$ cat config.mk
export PLATFORM = sky130hd
export DESIGN_NAME = ber_checker_ref_delay_line
export DESIGN_NICKNAME = d
export VERILOG_FILES = /design/src/rtl/ber_checker_pkg.sv /design/src/rtl/ber_checker_ref_delay_line.sv
export SDC_FILE = /design/constraint.sdc
export NUM_CORES = 1
export LEC_CHECK = 0
export BUFFER_PORTS_ARGS = -buffer_cell sky130_fd_sc_hd__buf_2
export CAP_MARGIN = 20
export CELL_PAD_IN_SITES_DETAIL_PLACEMENT = 0
export CELL_PAD_IN_SITES_GLOBAL_PLACEMENT = 2
export CORE_UTILIZATION = 39
export CTS_CLUSTER_DIAMETER = 50
export DETAILED_ROUTE_END_ITERATION = 8
export GPL_ROUTABILITY_DRIVEN = 0
export GPL_TIMING_DRIVEN = 1
export PLACE_DENSITY_LB_ADDON = 0.1
export SYNTH_ARGS = -nofsm -noshare
export SYNTH_HDL_FRONTEND = slang
export SYNTH_SLANG_ARGS = --single-unit
export TNS_END_PERCENT = 50
$ cat constraint.sdc
create_clock -name clk -period 2.3 [get_ports clk]
set_clock_uncertainty 0.05 [all_clocks]
set_input_delay 0.23 -clock clk [delete_from_list [all_inputs] [get_ports clk]]
set_output_delay 0.23 -clock clk [all_outputs]
set_load 0.1 [all_outputs]
$ cat src/rtl/ber_checker_pkg.sv
// Shared definitions for the receive-side BER checker: FSM encoding and
// defaults common with the TX chain.
package ber_checker_pkg;

  localparam logic [1:0] ST_IDLE = 2'd0;
  localparam logic [1:0] ST_SYNC = 2'd1;
  localparam logic [1:0] ST_LOCK = 2'd2;

  localparam int NBT_IN_DEFAULT = 8;
  localparam int OS_DEFAULT     = 4;

  // Period of the TX PRBS; also the natural reference depth and sync length.
  localparam int PRBS_PERIOD = 511;

endpackage

$ cat src/rtl/ber_checker_ref_delay_line.sv
// TX reference delay line: shifts in one bit per symbol strobe and exposes
// an arbitrary tap for the delay search.
module ber_checker_ref_delay_line
  import ber_checker_pkg::*;
#(
  parameter int NBUF = PRBS_PERIOD,
  parameter int DW   = $clog2(NBUF)
) (
  input  logic          clk,
  input  logic          i_reset,
  input  logic          i_shift,
  input  logic          i_bit,
  input  logic [DW-1:0] i_sel,
  output logic          o_bit
);

  logic [NBUF-1:0] line;

  always_ff @(posedge clk) begin
    if (i_reset) begin
      line <= '0;
    end else if (i_shift) begin
      line <= {line[NBUF-2:0], i_bit};
    end
  end

  assign o_bit = line[i_sel];

endmodule

Word-level counts from Yosys, hierarchy flattened

Cells that the tools add are included.

$lt $le $gt $ge: 1
Mux-type cells: 2

Operator list:

| operator              | count |
|---|---|
| $lt A9 B10 Y1 const B | 1 |
| $bmux W1 S9           | 1 |
| $mux W1               | 1 |

Flip-flop bits (word level): 511
Output and inout port bits: 1
Logic and storage cells: 4

Logic depth before layout (Yosys ltp)

Gate-level depths: netlist (run 1).

Word-level depth: 2
Depth in mapped cells: 12
Mapped depth without buffers: 7

Worst setup path after synthesis (run 1)

OpenSTA, ideal clock, no wires.

Path type: input to output
Start: input i_sel[1]
End: output o_bit
Arrival time: 3120 ps
Required time: 2020 ps
Setup slack: -1100 ps
Stages on the path: 10
Buffers on the path: 4
Cell sequence: buf_2 > buf_2 > buf_4 > clkbuf_1 > a2111oi_0 > a31oi_1 > nand4_1 > a311oi_1 > a2111oi_4 > a211oi_2

Cells in the longest elaborated chain, start to end: 2

Ends and longest elaborated chain:

| item                          | line                             | source |
|---|---|---|
| start: declaration            | ber_checker_ref_delay_line.sv:13 | `input logic [DW-1:0] i_sel,` |
| $bmux W1 S9                   | ber_checker_ref_delay_line.sv:27 | `assign o_bit = line[i_sel];` |
| $mux W1 (not written as such) | ber_checker_ref_delay_line.sv:27 |  |
| end: declaration              | ber_checker_ref_delay_line.sv:14 | `output logic o_bit` |

No other way between the ends. The select of a mux whose other input is x is not followed.

Final worst setup path (run 1)

Start: register line[172]
End: output o_bit

Cells in the longest elaborated chain, start to end: 2

Ends and longest elaborated chain:

| item                          | line                             | source |
|---|---|---|
| start: declaration            | ber_checker_ref_delay_line.sv:17 | `logic [NBUF-1:0] line;` |
| start signal: assignment      | ber_checker_ref_delay_line.sv:23 | `line <= {line[NBUF-2:0], i_bit};` |
| $bmux W1 S9                   | ber_checker_ref_delay_line.sv:27 |  |
| $mux W1 (not written as such) | ber_checker_ref_delay_line.sv:27 |  |

No other way between the ends. The select of a mux whose other input is x is not followed.

==> key figures, run 1 <==
Worst setup path
  • Crit path launch type: flop
  • Critical path type: reg2out
  • CP Capture Type: primary output
  • Buf/Inv on CP: 1
  • Largest stage delay, worst path: 0.46 ns
  • Largest driver fanout on the critical path: 2
  • Endpoint required time on the critical path: approximately 2.0 ns
  • Critical Path Start: line[172]
  • Reg-to-reg startpoint: line[362]
  • CP top delay family: compound AO/OA/AOI/OAI gates
  • Critical path data arrival time: between 2 and 3 ns
  • Worst-path cell chain: mux4_2 > or4_1 > o211ai_1 > nor2_1 > a21o_1 > a2111oi_4 > a211oi_4 > buf_12
  • Worst path slowest cell: mux4_2

GRT
  • Global-route wire length before repair: 91800 um
  • Total routing resource utilization after global routing: 20.4%
  • Number of global-route vias before repair: 16731
  • Initial antenna violation count: 1
  • Grt total ovfl: 0
  • Maximum number of pins on one net before global-route repair: 111

Logic synthesis
  • Syn. warnings: 0
  • Ranking of synthesized cells by area: dfxtp_1 (46%), mux2i_1 (25%), mux4_2 (11%), nor2_1 (8.9%), clkbuf_1 (1.5%)
  • Net count after synthesis: 2038
  • Syn Inst Count: about 2000
  • Number of synthesized register bits: 511
  • Yosys cell types: 50
  • Number of synthesized flops with an enable pin: 0
  • Cell area after synthesis: approximately 22000 um^2
  • Cell taking the most area after synthesis: dfxtp_1
  • Commonest register cell after synthesis: dfxtp_1
  • Share of the synthesized area in the top cell type: 46.4%
  • Mean post-synth cell area: 10.9 um^2
  • Fraction of the yosys area taken by sequential cells: 46.4%
  • Share of synthesized flip-flops with an asynchronous set or reset: 0%

Timing
  • Maximum clock rate: slightly above 300 MHz
  • Number of max-slew violations in the final report: 0
  • Worst hold margin: 0.0760 ns
  • Number of endpoints failing setup at the final stage: 1
  • Actual transition at the worst max-transition pin: 0.519 ns
  • Slew Limit Headroom: roughly two thirds
  • Final critical-path setup slack: -0.912 ns
  • Final number of hold-violating endpoints: 0
  • Setup repair after global routing missed its margin: true
  • Portion of the clock cycle consumed by the worst path in the final layout: 140%
  • Post-layout minimum cycle time: 3.21 ns

Clock tree
  • Level count of the clock H-tree: 3
  • Cell at the root of the clock tree: clkbuf_16
  • Total CTS buffers: 70
  • Clock Tree Buf Depth: 3
  • Clock insertion delay at the later pin of the skew report: roughly 0.59 ns
  • TritonCTS clock tree: done
  • Sinks on Clock Net: 511
  • Clock slew at the register clock pins of the worst setup and hold paths: 0.06 ns

Floorplan
  • Top Ports: 14
  • Core area: 55400 um^2
  • Initial Util: between 30% and 40%
  • Area enclosed by the die boundary: 57400 um^2
  • Std cell rows: 86
  • Die outline height: ~240 um
  • Die Width: 240 um

Place
  • Dpl ws: -1.00 ns
  • DP HPWL: around 40000 um
  • Count of input and output buffers: 13
  • Cell area reported after detailed placement: 26900 um^2

Pwr
  • Pleak: 0.0133 uW
  • Highest ir drop seen on vdd: slightly above 0.0005 V
  • Power density of the placed cells: between 700 and 800 nW/um^2
  • Total power consumption of the routed design: 20900 uW

Finish
  • Core Util, Final: a little over half
  • Most flops, register: line
  • Largest registers ranked by flip-flop count: line: 511 flops
  • Share of layout cells above drive strength 1: 31.3%
  • Area overhead of the layout relative to synthesis: 33.0%
  • Cell area after layout: slightly below 30000 um^2
  • Antenna diode count: 0
  • Max reg flops: 511
  • Layout Nets: around 2500

Run status
  • Status: finished, violations left
  • Violations in the final reports: negative setup slack

Route
  • Number of DRC markers in iteration 0: 906
  • Number of routed nets with antenna violations: 0
  • Total wirelength of the detailed-routed design: between 50000 and 60000 um
  • Vias per cell: 4.98
  • Remaining design rule violation count: 0
  • Vias after detailed routing: 16432
  • Wirelength per Cell: 17.4 um
  • First-pass iteration count of the detailed router: 7

Hold path
  • Hold wc startpoint: i_shift
  • Hold Path Class: in2reg

Run
  • Max Cap Viol: 0
## power breakdown
part | switching, uW | total, uW | internal, uW | leakage [uW]
combinational | 752 | 1300 | 552 | 0.00811
sequential | 1.11 | 8860 | 8860 | 0.00411
clock | 4100 | 10700 | 6600 | 0.00112
total | 4850 | 20900 | 16000 | 0.0133
## cells by family after synthesis
family	Yosys count	synth area share, %
buffers and inverters	166	3.35
AND/OR/NAND/NOR	580	10.3
AO/OA/AOI/OAI	100	3.32
flip-flops	511	46.4
multiplexers	668	36.6
## final timing paths
path | endpoint | slack (ns) | cells after the start
min | line[427] | 0.08 | 3
max reg2reg | line[363] | 1.46 | 3
max | o_bit | -0.91 | 8
min reg2reg | line[510] | 0.45 | 2
## synth_stat cells (4+ instances only)
| master | n |
|---|---|
| mux2i_1 | 552 |
| nor2_1 | 523 |
| dfxtp_1 | 511 |
| mux4_2 | 104 |
| clkbuf_1 | 89 |
| buf_1 | 43 |
| a22oi_1 | 22 |
| a21oi_1 | 17 |
| nand2_1 | 17 |
| buf_2 | 13 |
| o221ai_1 | 12 |
| nor3_1 | 11 |
| o22ai_1 | 10 |
| o21ai_0 | 9 |
| buf_6 | 8 |
| mux2_2 | 8 |
| buf_4 | 7 |
| nor2b_1 | 6 |
| a22o_1 | 4 |
| inv_1 | 4 |
| mux4_1 | 4 |
| nand2b_1 | 4 |
| nor4_1 | 4 |
## cells in the final DEF (no fill, tap or decap), drive strengths merged, types with 3 or more instances in the layout
| cell | count |
|---|---|
| nor3 | 11 |
| mux4 | 108 |
| bufinv | 6 |
| mux2 | 8 |
| nand2b | 4 |
| o22ai | 10 |
| nand2 | 17 |
| a221oi | 3 |
| nor2 | 523 |
| mux2i | 552 |
| o211ai | 3 |
| a22o | 4 |
| a211o | 3 |
| and2 | 3 |
| inv | 12 |
| nor2b | 6 |
| a22oi | 22 |
| o221ai | 12 |
| a31oi | 3 |
| a211oi | 3 |
| o21ai | 9 |
| clkinvlp | 4 |
| nor4 | 4 |
| nand3 | 3 |
| clkinv | 15 |
| dfxtp | 511 |
| buf | 561 |
| clkbuf | 92 |
| a21oi | 17 |
## worst register-to-register path: cells and delay by family, from the launching register on
kind          cells  cell delay [ns]
flops             1             0.31
mux               1             0.15
buf+inv           1             0.14
simple gates      1             0.06
## final cells by class
class | instances | area (um^2)
inverters | 5 | 18.8
clock buffers | 91 | 1920
fillers | 5072 | 26100
clock inverters | 32 | 373
multi-input cells | 1348 | 11100
well taps | 748 | 936
flip-flops and latches | 511 | 10200
repair buffers | 564 | 4710
## layer usage
metal	GRT usage [%]	vias up	part of all wire [%]
met1	28.3	8019	49
met2	32.3	187	45
li1	-	8132	-
met5	0	-	0.017
met4	6.18	2	2.5
met3	3.72	92	3.6
## repair_timing
| action | in CTS | in global routing |
|---|---|---|
| setup buffers | 0 | 0 |
| gates resized for setup | 8 | 6 |
| endpoints found under the setup margin | 1 | 1 |
| hold buffers | 2 | 0 |
| pin swaps | 8 | 1 |
| hold endpoints to repair | 36 | 0 |
| cloned | 0 | 0 |
## per-stage QoR
| stage | instances | setup TNS [ns] |
|---|---|---|
| 2_1_floorplan | 2025 | -0.630 |
| 3_3_place_gp | 3174 | -1.04 |
| 3_5_place_dp | 3174 | -1.00 |
| 4_1_cts | 3299 | -0.942 |
| 5_1_grt | 3299 | -0.988 |
| 6_report | 3299 | -0.912 |
No activity file was read; power rests on OpenSTA's default activity.
==> run 2, diff against run 1 <==
Settings changed: CORE_ASPECT_RATIO set to 1.4.
==> key figures, run 2 (synthesized netlist as in run 1, its figures left out) <==
Clock tree
  • Total CTS buffers: 53
  • Clock slew at the register clock pins of the worst setup and hold paths: 0.06 ns
  • Cell at the root of the clock tree: clkbuf_16
  • Sinks on Clock Net: 511
  • Clock insertion delay at the later pin of the skew report: approximately 0.6 ns
  • Level count of the clock H-tree: 2
  • Clock Tree Buf Depth: 3
  • Post-CTS Setup Bufs: 0
  • TritonCTS clock tree: done

GRT
  • Grt total ovfl: 0
  • Global-route wire length before repair: 91300 um
  • Number of global-route vias before repair: around 17000
  • Initial antenna violation count: 2
  • Maximum number of pins on one net before global-route repair: 86
  • Total routing resource utilization after global routing: 20.1%

Worst setup path
  • CP Depth: 8
  • Worst-path cell chain: mux4_2 > or4_1 > o211ai_1 > nor4b_1 > o22a_1 > a2111oi_4 > a211oi_4 > buf_12
  • Critical path type: reg2out
  • Worst path slowest cell: mux4_2
  • Critical path data arrival time: 2.93 ns
  • CP Capture Type: primary output
  • Endpoint required time on the critical path: 2.02 ns
  • Buf/Inv on CP: 1
  • Crit path launch type: flop
  • Largest driver fanout on the critical path: 2
  • CP top delay family: compound AO/OA/AOI/OAI gates
  • Largest stage delay, worst path: about 0.49 ns
  • Logic depth of the worst register-to-register path: 3

Route
  • Total wirelength of the detailed-routed design: 57400 um
  • Wirelength per Cell: 17.7 um
  • Number of routed nets with antenna violations: 0
  • Remaining design rule violation count: 0
  • Number of DRC markers in iteration 0: between 700 and 800
  • Vias after detailed routing: 16322
  • Vias per cell: 5.04
  • First-pass iteration count of the detailed router: 5

Pwr
  • Power density of the placed cells: roughly 660 nW/um^2
  • Highest ir drop seen on vdd: 0.000572 V
  • Pleak: 0.0130 uW

Floorplan
  • Core area: 55500 um^2
  • Initial Util: about 40%
  • Top Ports: 14
  • Die Width: 203 um
  • Die outline height: around 280 um
  • Std cell rows: roughly 100
  • Area enclosed by the die boundary: 57400 um^2

Place
  • DP HPWL: 39700 um
  • Count of input and output buffers: 13
  • Cell area reported after detailed placement: 26800 um^2
  • Instance count after placement with tap cells included: 3139

Finish
  • Max reg flops: 511
  • Non-filler instance count after layout: ~3200
  • Area overhead of the layout relative to synthesis: 29.8%
  • Leading cell type in the layout, fill and taps excluded: mux2i_1
  • Share of layout cells above drive strength 1: ~30%
  • Antenna diode count: 0
  • Largest registers ranked by flip-flop count: line: 511 flops
  • Core Util, Final: 51.5%
  • Most flops, register: line
  • Highest-count cells in the layout ignoring fill and taps: mux2i_1 (552), nor2_1 (523), dfxtp_1 (508), buf_4 (501), mux4_2 (106)
  • Layout Nets: 2481
  • Cell area after layout: 28600 um^2

Run status
  • Status: finished, violations left
  • Violations in the final reports: negative setup slack

Timing
  • Final number of hold-violating endpoints: 0
  • Slew Limit Headroom: 60.3%
  • Post-layout minimum cycle time: between 3 and 4 ns
  • Final critical-path setup slack: -0.910 ns
  • Final TNS setup: -0.910 ns
  • Setup repair after global routing missed its margin: true
  • Number of max-slew violations in the final report: 0
  • Maximum clock rate: 312 MHz
  • Number of endpoints failing setup at the final stage: 1
  • Portion of the clock cycle consumed by the worst path in the final layout: 140%
  • Actual transition at the worst max-transition pin: 0.590 ns

Run
  • Max Cap Viol: 0

Hold path
  • Hold Path Class: in2reg
  • Hold depth: 3
## run 2: power by group
group / internal [uW] / total (uW) / switching (uW)
sequential: 8850 / 8850 / 1.25
clock: 5110 / 8740 / 3630
combinational: 533 / 1290 / 760
## run 2: layer usage
| layer | up-vias | GRT usage (%) | part of all wire [%] |
|---|---|---|---|
| li1 | 8067 | - | - |
| met1 | 7986 | 25.8 | 45 |
| met2 | 181 | 34.6 | 49 |
| met3 | 88 | 2.99 | 3.1 |
| met4 | 0 | 6.18 | 2.7 |
| met5 | - | 0 | 0 |
## run 2: path summary, 6_finish.rpt
kind	from	end	slack, ns
worst max-delay path	line[175]	o_bit	-0.91
worst min-delay path	i_shift	line[83]	0.03
worst max register to register	line[168]	line[169]	1.47
worst min register to register	line[481]	line[481]	0.46
## run 2: repair_timing
item,CTS,global route
pin swaps,9,0
hold buffers,2,0
setup endpoints to repair,1,1
hold endpoints to repair,45,0
resized for setup,15,1
## run 2: final cells by class
class                   instances  area [um^2]
clock buffers                  80         1590
repair buffers                549         4560
fillers                      5074        26900
multi-input cells            1348        11100
flip-flops and latches        511        10200
inverters                       5         18.8
well taps                     728          911
clock inverters                18          181
## run 2: worst register-to-register path: stages, from the launching register on
cell and delay [ns]:
dfxtp_1 0.33, buf_4 0.15, mux2i_1 0.13, nor2_1 0.05
## run 2: per-stage QoR
step / hold WS, ns / total power (uW) / worst slack, ns
4_1_cts: 0.000205 / 19200 / -0.947
2_1_floorplan: 0.328 / 9890 / -0.630
3_5_place_dp: 0.446 / 10300 / -1.08
6_report: 0.0298 / 18900 / -0.910
5_1_grt: 0.0238 / 19600 / -1.01
3_3_place_gp: 0.424 / 10300 / -1.06
